**src/rtl/i2s_pkg.sv**
```systemverilog
// i2s_pkg: frame geometry, FSM state type and bit-counter helpers
// shared by the I2S transmitter and receiver.
package i2s_pkg;

    localparam int CHNL_W   = 24;
    localparam int FRM_BITS = 48;
    localparam int K_W      = 6;

    localparam logic [K_W-1:0] K_LAST  = 6'd47;
    localparam logic [K_W-1:0] K_WS_HI = 6'd23;

    typedef enum logic [1:0] {
        IDLE,
        RUN,
        DRAIN
    } state_t;

    // ws level driven after fall k: right channel is announced one bit early
    function automatic logic ws_after(input logic [K_W-1:0] k);
        return (k >= K_WS_HI) && (k < K_LAST);
    endfunction

    function automatic logic [K_W-1:0] k_next(input logic [K_W-1:0] k);
        return (k == K_LAST) ? '0 : k + 1'b1;
    endfunction

endpackage

```
**src/rtl/i2s_xmtr_if.sv**
```systemverilog
// i2s_xmtr_if: sample-pair write port (vld/rdy) of the I2S transmitter.
// The producer side is master, the transmitter is slave.
interface i2s_xmtr_if;
    import i2s_pkg::*;

    logic [CHNL_W-1:0] lft_chnnl;
    logic [CHNL_W-1:0] rght_chnnl;
    logic              vld;
    logic              rdy;

    modport master (
        output lft_chnnl,
        output rght_chnnl,
        output vld,
        input  rdy
    );

    modport slave (
        input  lft_chnnl,
        input  rght_chnnl,
        input  vld,
        output rdy
    );

endinterface

```
**src/rtl/i2s_sclk_gen.sv**
```systemverilog
// i2s_sclk_gen: I2S bit-clock divider with fall/rise strobes; strobes are
// high in the clk cycle whose rising edge flips I2S_sclk.
module i2s_sclk_gen #(
    parameter int SCLK_HALF = 16
) (
    input  logic clk,
    input  logic rst,
    input  logic i_run,
    input  logic i_preset,
    output logic o_sclk,
    output logic o_fall,
    output logic o_rise
);

    localparam logic [7:0] HALF_M1 = 8'(SCLK_HALF - 1);

    logic [7:0] r_cnt;
    logic       r_sclk;
    logic       w_tick;

    assign w_tick = i_run && (r_cnt == HALF_M1);
    assign o_fall = w_tick && r_sclk;
    assign o_rise = w_tick && !r_sclk;
    assign o_sclk = r_sclk;

    // Preset leaves sclk high one clk so the next tick is a fall
    always_ff @(posedge clk or posedge rst) begin
        if (rst) begin
            r_cnt  <= '0;
            r_sclk <= 1'b0;
        end else if (i_preset) begin
            r_cnt  <= HALF_M1;
            r_sclk <= 1'b1;
        end else if (!i_run) begin
            r_cnt  <= '0;
            r_sclk <= 1'b0;
        end else if (w_tick) begin
            r_cnt  <= '0;
            r_sclk <= ~r_sclk;
        end else begin
            r_cnt  <= r_cnt + 8'd1;
        end
    end

endmodule

```
**src/rtl/i2s_xmtr.sv**
```systemverilog
// i2s_xmtr: 24-bit stereo I2S transmitter with one-pair holding buffer.
// Left MSB reaches I2S_data 2*SCLK_HALF+1 clk after en is sampled high.
module i2s_xmtr
    import i2s_pkg::*;
#(
    parameter int SCLK_HALF = 16
) (
    input  logic       clk,
    input  logic       rst,
    input  logic       en,
    i2s_xmtr_if.slave  smp,
    output logic       I2S_sclk,
    output logic       I2S_ws,
    output logic       I2S_data,
    output logic       undrrun
);

    state_t                r_state;
    state_t                w_nxt;
    logic                  w_preset;
    logic                  w_term;
    logic                  w_run;
    logic                  w_fall;
    logic                  w_rise;
    logic                  w_load;
    logic                  w_wr;
    logic [K_W-1:0]        r_k;
    logic [K_W-1:0]        w_idx;
    logic [FRM_BITS-1:0]   r_sh;
    logic [FRM_BITS-1:0]   r_hold;
    logic                  r_full;
    logic                  r_tail;
    logic                  r_ws;
    logic                  r_data;
    logic                  r_urun;

    i2s_sclk_gen #(
        .SCLK_HALF (SCLK_HALF)
    ) u_sclk (
        .clk      (clk),
        .rst      (rst),
        .i_run    (w_run),
        .i_preset (w_preset),
        .o_sclk   (I2S_sclk),
        .o_fall   (w_fall),
        .o_rise   (w_rise)
    );

    always_ff @(posedge clk or posedge rst) begin
        if (rst) r_state <= IDLE;
        else     r_state <= w_nxt;
    end

    // DRAIN ends on the tick after the rise that follows fall 47
    always_comb begin
        w_nxt    = r_state;
        w_preset = 1'b0;
        w_term   = 1'b0;
        unique case (r_state)
            IDLE: begin
                if (en) begin
                    w_nxt    = RUN;
                    w_preset = 1'b1;
                end
            end
            RUN: begin
                if (!en) w_nxt = DRAIN;
            end
            DRAIN: begin
                if (en) begin
                    w_nxt = RUN;
                end else if (w_fall && r_tail) begin
                    w_nxt  = IDLE;
                    w_term = 1'b1;
                end
            end
            default: w_nxt = IDLE;
        endcase
    end

    assign w_run  = (r_state != IDLE);
    assign w_load = w_fall && (r_k == '0) && !w_term;
    assign w_wr   = smp.vld && !r_full;
    assign w_idx  = K_LAST - r_k;

    always_ff @(posedge clk or posedge rst) begin
        if (rst) begin
            r_hold <= '0;
            r_full <= 1'b0;
        end else begin
            if (w_wr) r_hold <= {smp.lft_chnnl, smp.rght_chnnl};
            if (w_wr)        r_full <= 1'b1;
            else if (w_load) r_full <= 1'b0;
        end
    end

    always_ff @(posedge clk or posedge rst) begin
        if (rst) begin
            r_tail <= 1'b0;
        end else if (w_rise && (r_k == '0)) begin
            r_tail <= 1'b1;
        end else if (w_fall || !w_run) begin
            r_tail <= 1'b0;
        end
    end

    always_ff @(posedge clk or posedge rst) begin
        if (rst) begin
            r_k    <= '0;
            r_sh   <= '0;
            r_ws   <= 1'b1;
            r_data <= 1'b0;
            r_urun <= 1'b0;
        end else begin
            r_urun <= 1'b0;
            if (w_preset) begin
                r_k    <= K_LAST;
                r_ws   <= 1'b1;
                r_data <= 1'b0;
            end else if (!w_run || w_term) begin
                r_ws   <= 1'b1;
                r_data <= 1'b0;
            end else if (w_fall) begin
                r_k  <= k_next(r_k);
                r_ws <= ws_after(r_k);
                if (w_load) begin
                    r_sh   <= r_full ? r_hold : '0;
                    r_data <= r_full & r_hold[FRM_BITS-1];
                    r_urun <= !r_full;
                end else begin
                    r_data <= r_sh[w_idx];
                end
            end
        end
    end

    assign smp.rdy  = ~r_full;
    assign I2S_ws   = r_ws;
    assign I2S_data = r_data;
    assign undrrun  = r_urun;

endmodule

```
**src/flat_wrapper.sv**
```systemverilog
// flat-port wrapper written by rule: the top's interface ports become plain ports
module i2s_xmtr_flat import i2s_pkg::*;
#(
    parameter int SCLK_HALF = 16
)
  (clk, rst, en, I2S_sclk, I2S_ws, I2S_data, undrrun, smp_lft_chnnl, smp_rght_chnnl, smp_vld, smp_rdy);
  i2s_xmtr_if smp_i ();
  input  logic clk;
  input  logic rst;
  input  logic en;
  output logic I2S_sclk;
  output logic I2S_ws;
  output logic I2S_data;
  output logic undrrun;
  input wire logic [$bits(smp_i.lft_chnnl)-1:0] smp_lft_chnnl;
  input wire logic [$bits(smp_i.rght_chnnl)-1:0] smp_rght_chnnl;
  input wire logic [$bits(smp_i.vld)-1:0] smp_vld;
  output wire logic [$bits(smp_i.rdy)-1:0] smp_rdy;
  assign smp_i.lft_chnnl = smp_lft_chnnl;
  assign smp_i.rght_chnnl = smp_rght_chnnl;
  assign smp_i.vld = smp_vld;
  assign smp_rdy = smp_i.rdy;
  i2s_xmtr #(.SCLK_HALF(SCLK_HALF)) u_core (.clk(clk), .rst(rst), .en(en), .smp(smp_i), .I2S_sclk(I2S_sclk), .I2S_ws(I2S_ws), .I2S_data(I2S_data), .undrrun(undrrun));
endmodule
```
**config.mk**
```make
export PLATFORM = sky130hd
export DESIGN_NAME = i2s_xmtr_flat
export DESIGN_NICKNAME = d
export VERILOG_FILES = /design/src/rtl/i2s_pkg.sv /design/src/rtl/i2s_xmtr_if.sv /design/src/rtl/i2s_sclk_gen.sv /design/src/rtl/i2s_xmtr.sv /design/src/flat_wrapper.sv
export SDC_FILE = /design/constraint.sdc
export NUM_CORES = 1
export LEC_CHECK = 0
export CORE_AREA = 2 2 95 97
export CTS_BUF_LIST = sky130_fd_sc_hd__clkbuf_4 sky130_fd_sc_hd__clkbuf_8
export CTS_CLUSTER_DIAMETER = 120
export CTS_CLUSTER_SIZE = 8
export DETAILED_ROUTE_END_ITERATION = 6
export DIE_AREA = 0 0 97 99
export PLACE_DENSITY_LB_ADDON = 0.25
export SETUP_SLACK_MARGIN = 0.5
export SYNTH_ARGS = -nofsm -noshare
export SYNTH_HDL_FRONTEND = slang
export SYNTH_SLANG_ARGS = --single-unit
```
**constraint.sdc**
```tcl
create_clock -name clk -period 11.15 [get_ports clk]
set_input_delay 2.23 -clock clk [delete_from_list [all_inputs] [get_ports clk]]
set_output_delay 2.23 -clock clk [all_outputs]
set_load 0.02 [all_outputs]
```
### Word-level counts from Yosys, hierarchy flattened

Index checks and enable logic that the tools add are counted.

* flip-flop bits (word level): 118
* input bits: 52
* word-level logic and storage cells: 94

* equal/unequal tests: 9
* add/sub/neg operators: 3
* muxes and demuxes: 38
* reduce and logical (&&, ||, !) cells: 25
* magnitude comparators: 3
* bitwise gates (word level): 5

Operators by type and width (number)
* 48-bit 2-to-1 mux: 1
* 1-bit 2-to-1 mux: 24
* 6-bit 2-to-1 mux: 4
* 8-bit 2-to-1 mux: 3
* 1-bit logical AND: 9
* 8-bit by 1-bit adder with 8-bit output (second input constant): 1
* 8-bit by 4-bit == test with 1-bit output (second input constant): 1
* 2-bit 2-to-1 mux: 4
* 2-bit nonzero test: 4
* 6-bit by 7-bit < comparator with 1-bit output (second input constant): 1
* 6-bit by 1-bit adder with 6-bit output (second input constant): 1
* 1-bit binary-select mux with 6-bit select: 1
* 6-bit == test (second input constant): 1
* 6-bit by 5-bit >= comparator with 1-bit output (second input constant): 1
* 6-bit logical NOT: 1
* 6-bit < comparator (second input constant): 1
* 2-bit != test (second input constant): 3
* 2-bit one-hot mux with 3 select lines: 1
* 6-bit subtractor (first input constant): 1
* 1-bit logical NOT: 4
* 1-bit inverter: 4
* 4-bit AND reduction: 1
* 3-bit by 1-bit != test with 1-bit output (second input constant): 1
* 3-bit by 2-bit != test with 1-bit output (second input constant): 1
* other kinds (8): 9

### Longest topological paths before layout

Gate-level depths: netlist (run 1).

* word-level depth: 13
* mapped depth: 10
* mapped depth without buffers: 7

### Hierarchy

A second synthesis (run 1) with hierarchy kept.

* cell total of the unflattened synthesis: 474
* area, all modules: 5282.6 µm²

By module, submodules not included
* i2s_xmtr: times used 1, cells an instance 427, area each 4842.1 µm²
* i2s_sclk_gen: times used 1, cells an instance 47, area each 440.4 µm²

### Least setup slack after synthesis (run 1)

No wires, ideal clock.

* path type: input to register
* from: in smp_vld
* to: reg u_core.r_hold[0]
* stages on the path: 4
* setup time: 125 ps
* data arrival time: 3363 ps
* path slack: 7662 ps
* path buffers: 2
* cell sequence: nor2b_1 > buf_2 > buf_1 > mux2_2

* word-level cells in the longest chain between the ends: 1

Ends and longest elaborated chain
* from (decl): RTL line flat_wrapper.sv:17 `input wire logic [$bits(smp_i.vld)-1:0] smp_vld;`
* 1-bit logical AND: RTL line i2s_xmtr.sv:83 `assign w_wr = smp.vld && !r_full;`
* to (signal assigned): RTL line i2s_xmtr.sv:91 `if (w_wr) r_hold <= {smp.lft_chnnl, smp.rght_chnnl};`
* to (decl): RTL line i2s_xmtr.sv:30 `logic [FRM_BITS-1:0] r_hold;`

Every way passes these cells.
A chain may end at the register's enable or synchronous reset.

### Worst setup path in the final report (run 1)

* from: in en
* to: reg u_core.r_full

* word-level cells in the longest chain between the ends: 5

Ends and longest elaborated chain
* from (decl): RTL line flat_wrapper.sv:10 `input logic en;`
* 1-bit 2-to-1 mux: RTL line i2s_xmtr.sv:70 `if (en) begin`
* 1-bit 2-to-1 mux: RTL line i2s_xmtr.sv:59 `unique case (r_state)`
* 1-bit logical NOT: RTL line i2s_xmtr.sv:82 `assign w_load = w_fall && (r_k == '0) && !w_term;`
* 1-bit logical AND: RTL line i2s_xmtr.sv:82
* 2-bit nonzero test (no source line)
* to (signal assigned): RTL line i2s_xmtr.sv:89 `r_full <= 1'b0;`
* to (signal assigned): RTL line i2s_xmtr.sv:92 `if (w_wr) r_full <= 1'b1;`
* to (signal assigned): RTL line i2s_xmtr.sv:93 `else if (w_load) r_full <= 1'b0;`
* to (decl): RTL line i2s_xmtr.sv:31 `logic r_full;`

Every way passes these cells.

==> results of run 1 <==
==> layer usage <==
| layer | GRT usage (%) | part of all wire (%) |
|---|---|---|
| met5 | 0 | 0 |
| met4 | 8.017 | 1.2 |
| met3 | 5.390 | 4.5 |
| met2 | 37.39 | 50 |
| met1 | 31.19 | 44 |
==> critical path: stages <==
cell and delay [ns]:
sky130_fd_sc_hd__clkdlybuf4s50_1 0.54, sky130_fd_sc_hd__nand2b_1 0.17, sky130_fd_sc_hd__a21o_1 0.18, sky130_fd_sc_hd__nand3_1 0.67
sky130_fd_sc_hd__buf_4 0.50, sky130_fd_sc_hd__a21o_1 0.20
==> layout by cell type (no fill, tap or decap), drive strengths merged, types with 7 or more instances in the layout <==
cell type / instances
ha: 7
clkinv: 9
nor2: 12
nand3: 64
mux2: 49
inv: 10
clkbuf: 18
clkdlybuf4s50: 56
nand2: 107
mux4: 8
mux2i: 12
dfrtp: 117
==> Yosys cell counts, types with 4 or more instances <==
library cell	number	share of area [%]
sky130_fd_sc_hd__nor2_1	11	0.79
sky130_fd_sc_hd__clkbuf_1	18	1.3
sky130_fd_sc_hd__dfrtp_1	117	56
sky130_fd_sc_hd__o21ai_0	6	0.57
sky130_fd_sc_hd__mux4_2	8	3.4
sky130_fd_sc_hd__a21oi_1	4	0.38
sky130_fd_sc_hd__nand3_1	64	6.1
sky130_fd_sc_hd__inv_1	8	0.57
sky130_fd_sc_hd__mux2_2	49	11
sky130_fd_sc_hd__mux2i_1	12	2.3
sky130_fd_sc_hd__ha_1	7	1.7
sky130_fd_sc_hd__buf_2	9	0.86
sky130_fd_sc_hd__nand4_1	4	0.48
sky130_fd_sc_hd__xnor2_1	5	0.84
sky130_fd_sc_hd__nand2_1	106	7.6
==> area by class of cell <==
class | count | area (sq um)
timing repair buffer | 62 | 605.6
clock buffer | 18 | 247.7
tap | 108 | 135.1
clock inverter | 14 | 151.4
inverter | 9 | 36.28
multi-input combinational | 316 | 2148
fill | 598 | 2272
sequential | 118 | 2954
==> logic make-up after synthesis <==
kind of cell / Yosys count
AND/OR/NAND/NOR: 203
flip-flops: 118
multiplexers: 69
buffers and inverters: 37
AO/OA/AOI/OAI: 29
XOR/XNOR: 8
adder cells (fa/ha/maj): 7
==> report_power, final <==
group	internal [W]	switching [W]
Combinational	0.000104	0.0000787
Clock	0.000206	0.000176
Sequential	0.000507	0.0000588
==> stage by stage <==
stage	hold WS (ns)	utilization, %
global placement	0.4457	68.76
CTS	0.4711	73.43
detailed placement	0.4549	68.76
finish	0.4677	73.43
global route	0.4889	73.43
floorplan	0.4334	-
==> state kept, by name, indices dropped and copies added (netlist names), 2 cells and up <==
name                 count
u_core.r_state           2
u_core.r_hold           48
u_core.u_sclk.r_cnt      8
u_core.r_sh             48
u_core.r_k               6
==> how the worst max path moves through the flow <==
stage / startpoint / to / slack (ns)
after floorplan: rst / u_core.I2S_data$_DFFE_PP0P_ / 5.79
after global placement: en / u_core.r_full$_DFFE_PP0P_ / 6.63
after detailed placement: en / u_core.r_full$_DFFE_PP0P_ / 6.54
after CTS: en / u_core.r_full$_DFFE_PP0P_ / 6.99
after global routing: en / u_core.r_full$_DFFE_PP0P_ / 6.74
final: en / u_core.r_full$_DFFE_PP0P_ / 6.96
==> results summary, run 1 <==
The post-synthesis xor/xnor area fraction came out at 1.337%. The number of DRC violations after detailed-routing iteration 0 came out at 226. The clock tree skew after final layout is 0.01132 ns. For the worst setup path, the data required time is 11.46 ns.

Wires add up to 10070 um. The main combinational cell family by area after synthesis is simple AND/OR/NAND/NOR gates. The tree is rooted in a sky130_fd_sc_hd__clkbuf_8. The compound-cell area share of the yosys netlist came out at 3.893%.

For this run, the post-layout net count is 583. The worst setup path is launched from an input port. For the pin with the worst max-slew slack, the measured transition is 0.9339 ns. Routability-driven placement finished with a final weighted congestion of 0.8868.

The primary flip-flop cell chosen by synthesis mapping is sky130_fd_sc_hd__dfrtp_1. The number of H-tree branching levels came out at 4. The share of synthesized area spent on multiplexers came out at 16.26%. The number of antenna violations at the first check in global routing is 0. The post-CTS repair timing setup buffer count came out at 0. The power density of the placed cells is 180.1 nW/um^2. The count of cells along the worst register-to-register path came out at 7.

The clock-pin slew on the worst setup and hold paths is 0.07 ns. The worst hold path class is reg -> reg. The share of synthesized flip-flops with an asynchronous set or reset came out at 100.0%. TritonCTS built the clock tree. The peak supply drop is 105.1 uV. The number of nets in the synthesized netlist is 530. The largest fanout on the critical path came out at 25.

The clock net in this run drives a total of 118 sinks. The worst setup path is of the in -> reg kind. The number of buffers inserted by hold repair at cts came out at 0.

The core area came out at 8551 sq um. Counting along the longest clock path gives a buffer depth of 2. The worst hold path passes through 2 cells. In the global route stage, overall resource usage came out at 23.11%. The shortest period the worst path allows is 4.187 ns.

The global-route wire length before repair is 17770 um. The number of slew-limit violations in the final report came out at 0. The number of cells produced by synthesis came out at 471.

In this run the mean area of a mapped cell was 11.12 sq um. The cell total after placement came out at 613. For this run, the top clock speed supported by timing is 238.8 MHz.

The via count of the first global-routing pass is 3776. The quantity of I/O buffers inserted on ports is 56. Relative to the synthesized area, the layout overhead comes to 19.85%. The relative max-transition margin came out at 37.57%. The endpoint of the worst hold-timing path is u_core.r_sh[22]$_DFFE_PP0P_.

Setup violations remaining at the end of the flow were counted as 0. Yosys mapped the design onto 47 distinct sky130hd cell types. The total inserted antenna cells came out at 0. The total congestion overflow after global routing came out at 0. The simple-gate portion of the synthesized area came out at 17.58%. Detailed routing inserted a total of 3725 vias. Dividing the detail-routed wire length by the instance count gives 15.62 um. For this run, design rule violations remaining after detail routing come to 0. The row count is 34.

The first detailed-routing pass ran for 4 iterations. The tool flagged a number of max-cap violations equal to 0. The share of the cycle needed by the critical path after routing came out at 37.55%. The final design instance area without fill is 6279 sq um. The latest clock arrival within the worst-skew pair is 0.42 ns.

The final standard cell count with taps included and fillers excluded is 645. Data on the critical path arrives at its endpoint at 4.50 ns. The post-detailed-route count of antenna-violating nets is 0. The number of warnings printed during yosys synthesis came out at 0. The floorplan step defined a die boundary enclosing 9603 sq um. The final critical-path setup slack is 6.963 ns. The worst hold path begins at u_core.r_sh[22]$_DFFE_PP0P_. The setup TNS came out at 0 ns. The initial standard-cell utilization of the core is 61.27%. STA classifies the critical path endpoint as a register.

Once detailed placement completed, the half-perimeter wirelength came to 6592 um. In this run the static leakage power is 2.979 nW. The fraction of layout cells with a size suffix above 1 came out at 19.55%.

Using the TritonRoute via totals, the vias-per-cell ratio works out to 5.775. The placed instance area is 5879 sq um. The number of register bits inferred by synthesis is 118. The worst reg2reg path endpoint is u_core.r_sh[2]$_DFFE_PP0P_. The hold violation count in the final report came out at 0.

The quantity of gates resized following cts is 0. The die span in x came out at 97 um. At the placement stage, the worst setup path has a slack of 6.540 ns.

Yosys mapped a number of flops with a built-in enable equal to 0. The sequential-to-total area share from yosys stat came out at 56.39%. The power consumption is 0.001131 W. The flow ran to the end, and the final reports show no timing, DRC or antenna violations. The pin count of the biggest net entering global routing is 61. The startpoint of the lowest-slack register-to-register path is u_core.r_k[0]$_DFFE_PP0P_. The adder-cell share of the synthesized area is 1.672%. The top-level port count is 57.

TritonCTS created 17 clock buffers. Setup repair after global routing left no endpoint under its margin. The netlist area before placement came out at 5239 sq um. The setup check on the worst reg-to-reg path leaves a slack of 8.26 ns.

The die boundary height came out at 99 um.
(Power assumes the default switching activity.)
==> run 2, diff against run 1 <==
- CORE_AREA: 2 2 95 97 -> 2 2 99 101
- DIE_AREA: 0 0 97 99 -> 0 0 101 103
- clock period: 11.15 -> 4.15 ns (I/O delays scaled with it)
==> run 2 against run 1 <==
Sequential cell count unchanged. First-iteration DRC count decreased by 20%. Setup slack worse by 5.6 ns. Global-route usage fell by 1.7 points. Largest cell class unchanged. Clock skew is essentially flat. Design area is 1.4% higher. Wire length is 1.7% lower. Clock power rose to 3.0 times the previous value. Non-clock buffer count grew 3. Total power increased to 2.8 times the previous value. Cell count up 1.4%. Largest power group unchanged. Register-to-register slack worse by 6.9 ns. Highest routed layer unchanged.
==> results summary, run 2 (synthesis results as in run 1) <==
The run finished with clean final reports. The overall routing resource usage came out at 21.42%. The proportion of power drawn by the clock network is 36.3%. The first global-routing pass estimated 17120 um of wire. The total area inside the core boundary comes to 9459 sq um. The number of detailed-routing iterations run before antenna repair came out at 4. The post-CTS repair timing setup buffer count is 0. The buffer depth of the longest clock path came out at 2.

The synthesis-to-finish area growth is 21.54%. Buffers inserted to repair hold after CTS numbered 0. Setup total negative slack on the finished layout was measured at 0 ns. The via-per-instance ratio came out at 5.550. The final-stage net count is 586. The final hold slack came out at 0.4647 ns. The worst setup path is captured at a register.

Measured in cells, the most critical reg-to-reg path has a length of 6. The start-to-end type of the worst setup path is reg -> reg. The quantity of I/O buffers inserted on ports came out at 56. The fmax is 356.4 MHz.

The hold violation count in the final report is 0. The number of H-tree branching levels came out at 4. In this run the worst path has a maximum fanout of 29. The remaining design rule violation count came out at 0. The leakage power of the design is 3.013 nW. For this design the total switching power over the nets is 0.0008248 W. The clock buffer count from CTS is 17. The repair_antennas step left the layout with diodes totalling 0.

The top-level port count is 57. After clock tree synthesis, the clock-pin slew on the worst setup and hold paths is 0.07 ns. Cell internal power was estimated by the tool at 0.002337 W. The shortest period the worst path allows is 2.806 ns. The start point of the critical path is u_core.u_sclk.r_cnt[5]$_DFF_PP0_. The largest registers in the layout are u_core.r_hold (48), u_core.r_sh (48), u_core.u_sclk.r_cnt (8). The fraction of layout cells with a size suffix above 1 is 20.00%.

Routability-driven placement finished with a final weighted congestion of 0.8838. The half-perimeter wire length of the detailed placement result came out at 6762 um. The setup slack on the worst flop-to-flop path came out at 1.34 ns.

The endpoint identified for the worst register-to-register timing path is u_core.I2S_data$_DFFE_PP0P_. The clock sink total came out at 118. In this run the horizontal extent of the chip is 101 um. On the final layout, the worst clock skew is 0.01084 ns. Leaving out fill and tap cells, the most frequent cells in the layout are sky130_fd_sc_hd__dfrtp_1 (117), sky130_fd_sc_hd__nand2_1 (106), sky130_fd_sc_hd__nand3_1 (64).

For this design the ratio of total power to cell area is 496.6 nW/um^2. The number of antenna violations at the first check in global routing came out at 0. The count of vias placed by the detailed router is 3630. The total congestion overflow after global routing is 0. STA classifies the critical path startpoint as a register. The switching power as a share of total power came out at 26.09%.

At the worst endpoint, the required time is 4.45 ns. The initialized floorplan defines 36 standard-cell rows. The tree is rooted in a sky130_fd_sc_hd__clkbuf_8. The pin count of the biggest net entering global routing came out at 54. The library cell used most frequently in the layout, excluding fill and tap cells, is sky130_fd_sc_hd__dfrtp_1. The worst hold path class is reg -> reg. The detailed-route wire length is 9897 um.

The die boundary height is 103 um. The arrival time of data at the critical path endpoint is 3.10 ns. In this run the critical register-to-register path is launched from u_core.u_sclk.r_cnt[5]$_DFF_PP0_. The end point of the critical path is u_core.I2S_data$_DFFE_PP0P_. The count of max-cap constraint violations came out at 0. At the pin with the least slew margin, the transition time is 0.8513 ns. Setup repair after global routing left no endpoint under its margin. The relative max-transition margin came out at 43.13%.

The number of slew-limit violations in the final report came out at 0. The peak supply drop came out at 290.2 uV. The post-detailed-route count of antenna-violating nets is 0. TritonCTS built the clock tree. The register share of total power is 48.2%. The floorplan step defined a die boundary enclosing 10400 sq um. The latest clock arrival within the worst-skew pair came out at 0.43 ns.

Dividing the final minimum period by the clock period gives 67.61%. The routed length per placed instance came out at 15.13 um. In this run, the combinational gates consume 15.6% of the power.

In this run, the number of DRC markers left after iteration 0 of detailed routing was 181. Gates resized during post-CTS repair numbered 0. The via count of the first global-routing pass is 3659. For this configuration, the core starts out at a cell density of 55.38%.

Setup violations remaining at the end of the flow were counted as 0.
-- run 2: cell types whose count changed in the layout (fill, tap and decap cells not counted), moves of 2 or more --
cell | before | now
sky130_fd_sc_hd__clkinv_4 | 5 | 1
sky130_fd_sc_hd__clkinvlp_4 | 2 | 4
sky130_fd_sc_hd__buf_4 | 6 | 8
sky130_fd_sc_hd__bufinv_16 | 2 | 4
-- run 2: cell type report --
| cell class | count | area, sq um |
|---|---|---|
| Sequential cell | 118 | 2954 |
| Clock inverter | 12 | 175.2 |
| Inverter | 9 | 37.54 |
| Timing Repair Buffer | 65 | 640.6 |
| Clock buffer | 20 | 269.0 |
| Tap cell | 114 | 142.6 |
| Multi-Input combinational cell | 316 | 2148 |
| Fill cell | 758 | 3092 |
-- run 2: worst min path at each step --
| stage | startpoint | endpoint | cells past startpoint |
|---|---|---|---|
| final | u_core.r_sh[45]$_DFFE_PP0P_ | u_core.r_sh[45]$_DFFE_PP0P_ | 2 |
| after global routing | u_core.r_sh[37]$_DFFE_PP0P_ | u_core.r_sh[37]$_DFFE_PP0P_ | 2 |
| after CTS | u_core.r_sh[45]$_DFFE_PP0P_ | u_core.r_sh[45]$_DFFE_PP0P_ | 2 |
| after detailed placement | u_core.r_sh[45]$_DFFE_PP0P_ | u_core.r_sh[45]$_DFFE_PP0P_ | 2 |
| after global placement | u_core.r_sh[25]$_DFFE_PP0P_ | u_core.r_sh[25]$_DFFE_PP0P_ | 2 |
| after floorplan | u_core.r_sh[18]$_DFFE_PP0P_ | u_core.r_sh[18]$_DFFE_PP0P_ | 2 |
-- run 2: worst max-delay path, cell delays in order (launching register included) --
cell,delay (ns)
sky130_fd_sc_hd__dfrtp_1,0.44
sky130_fd_sc_hd__nor4_2,0.47
sky130_fd_sc_hd__nand3_1,0.31
sky130_fd_sc_hd__nor3_4,0.76
sky130_fd_sc_hd__buf_4,0.44
sky130_fd_sc_hd__a2111oi_0,0.11
sky130_fd_sc_hd__o2bb2ai_1,0.14
-- run 2: per-stage QoR --
stage,total power [W],setup slack (ns),std cells,instance area (sq um),util (%)
6_report,0.003162,1.344,654,6367,67.31
3_5_place_dp,0.002042,0.9836,622,5923,62.62
3_3_place_gp,0.002021,1.060,622,5923,62.62
4_1_cts,0.003192,1.353,654,6367,67.31
2_1_floorplan,0.001861,1.879,471,5243,-
5_1_grt,0.003323,1.091,654,6367,67.31
-- run 2: per-layer routing --
metal | track usage (%) | part of all wire, % | wire (um)
met3 | 5.492 | 3.4 | 335
met4 | 6.549 | 1.1 | 106
met2 | 36.51 | 52 | 5148
met1 | 27.24 | 44 | 4307
met5 | 0 | 0 | 0
-- run 2: power by group through the flow --
stage | Sequential [W] | Combinational, W | Clock (W)
floorplan | 0.00148 | 0.000381 | 0
global placement | 0.00154 | 0.000479 | 0
detailed placement | 0.00154 | 0.000497 | 0
CTS | 0.00152 | 0.000499 | 0.00117
global route | 0.00155 | 0.000547 | 0.00123
finish | 0.00152 | 0.000493 | 0.00115
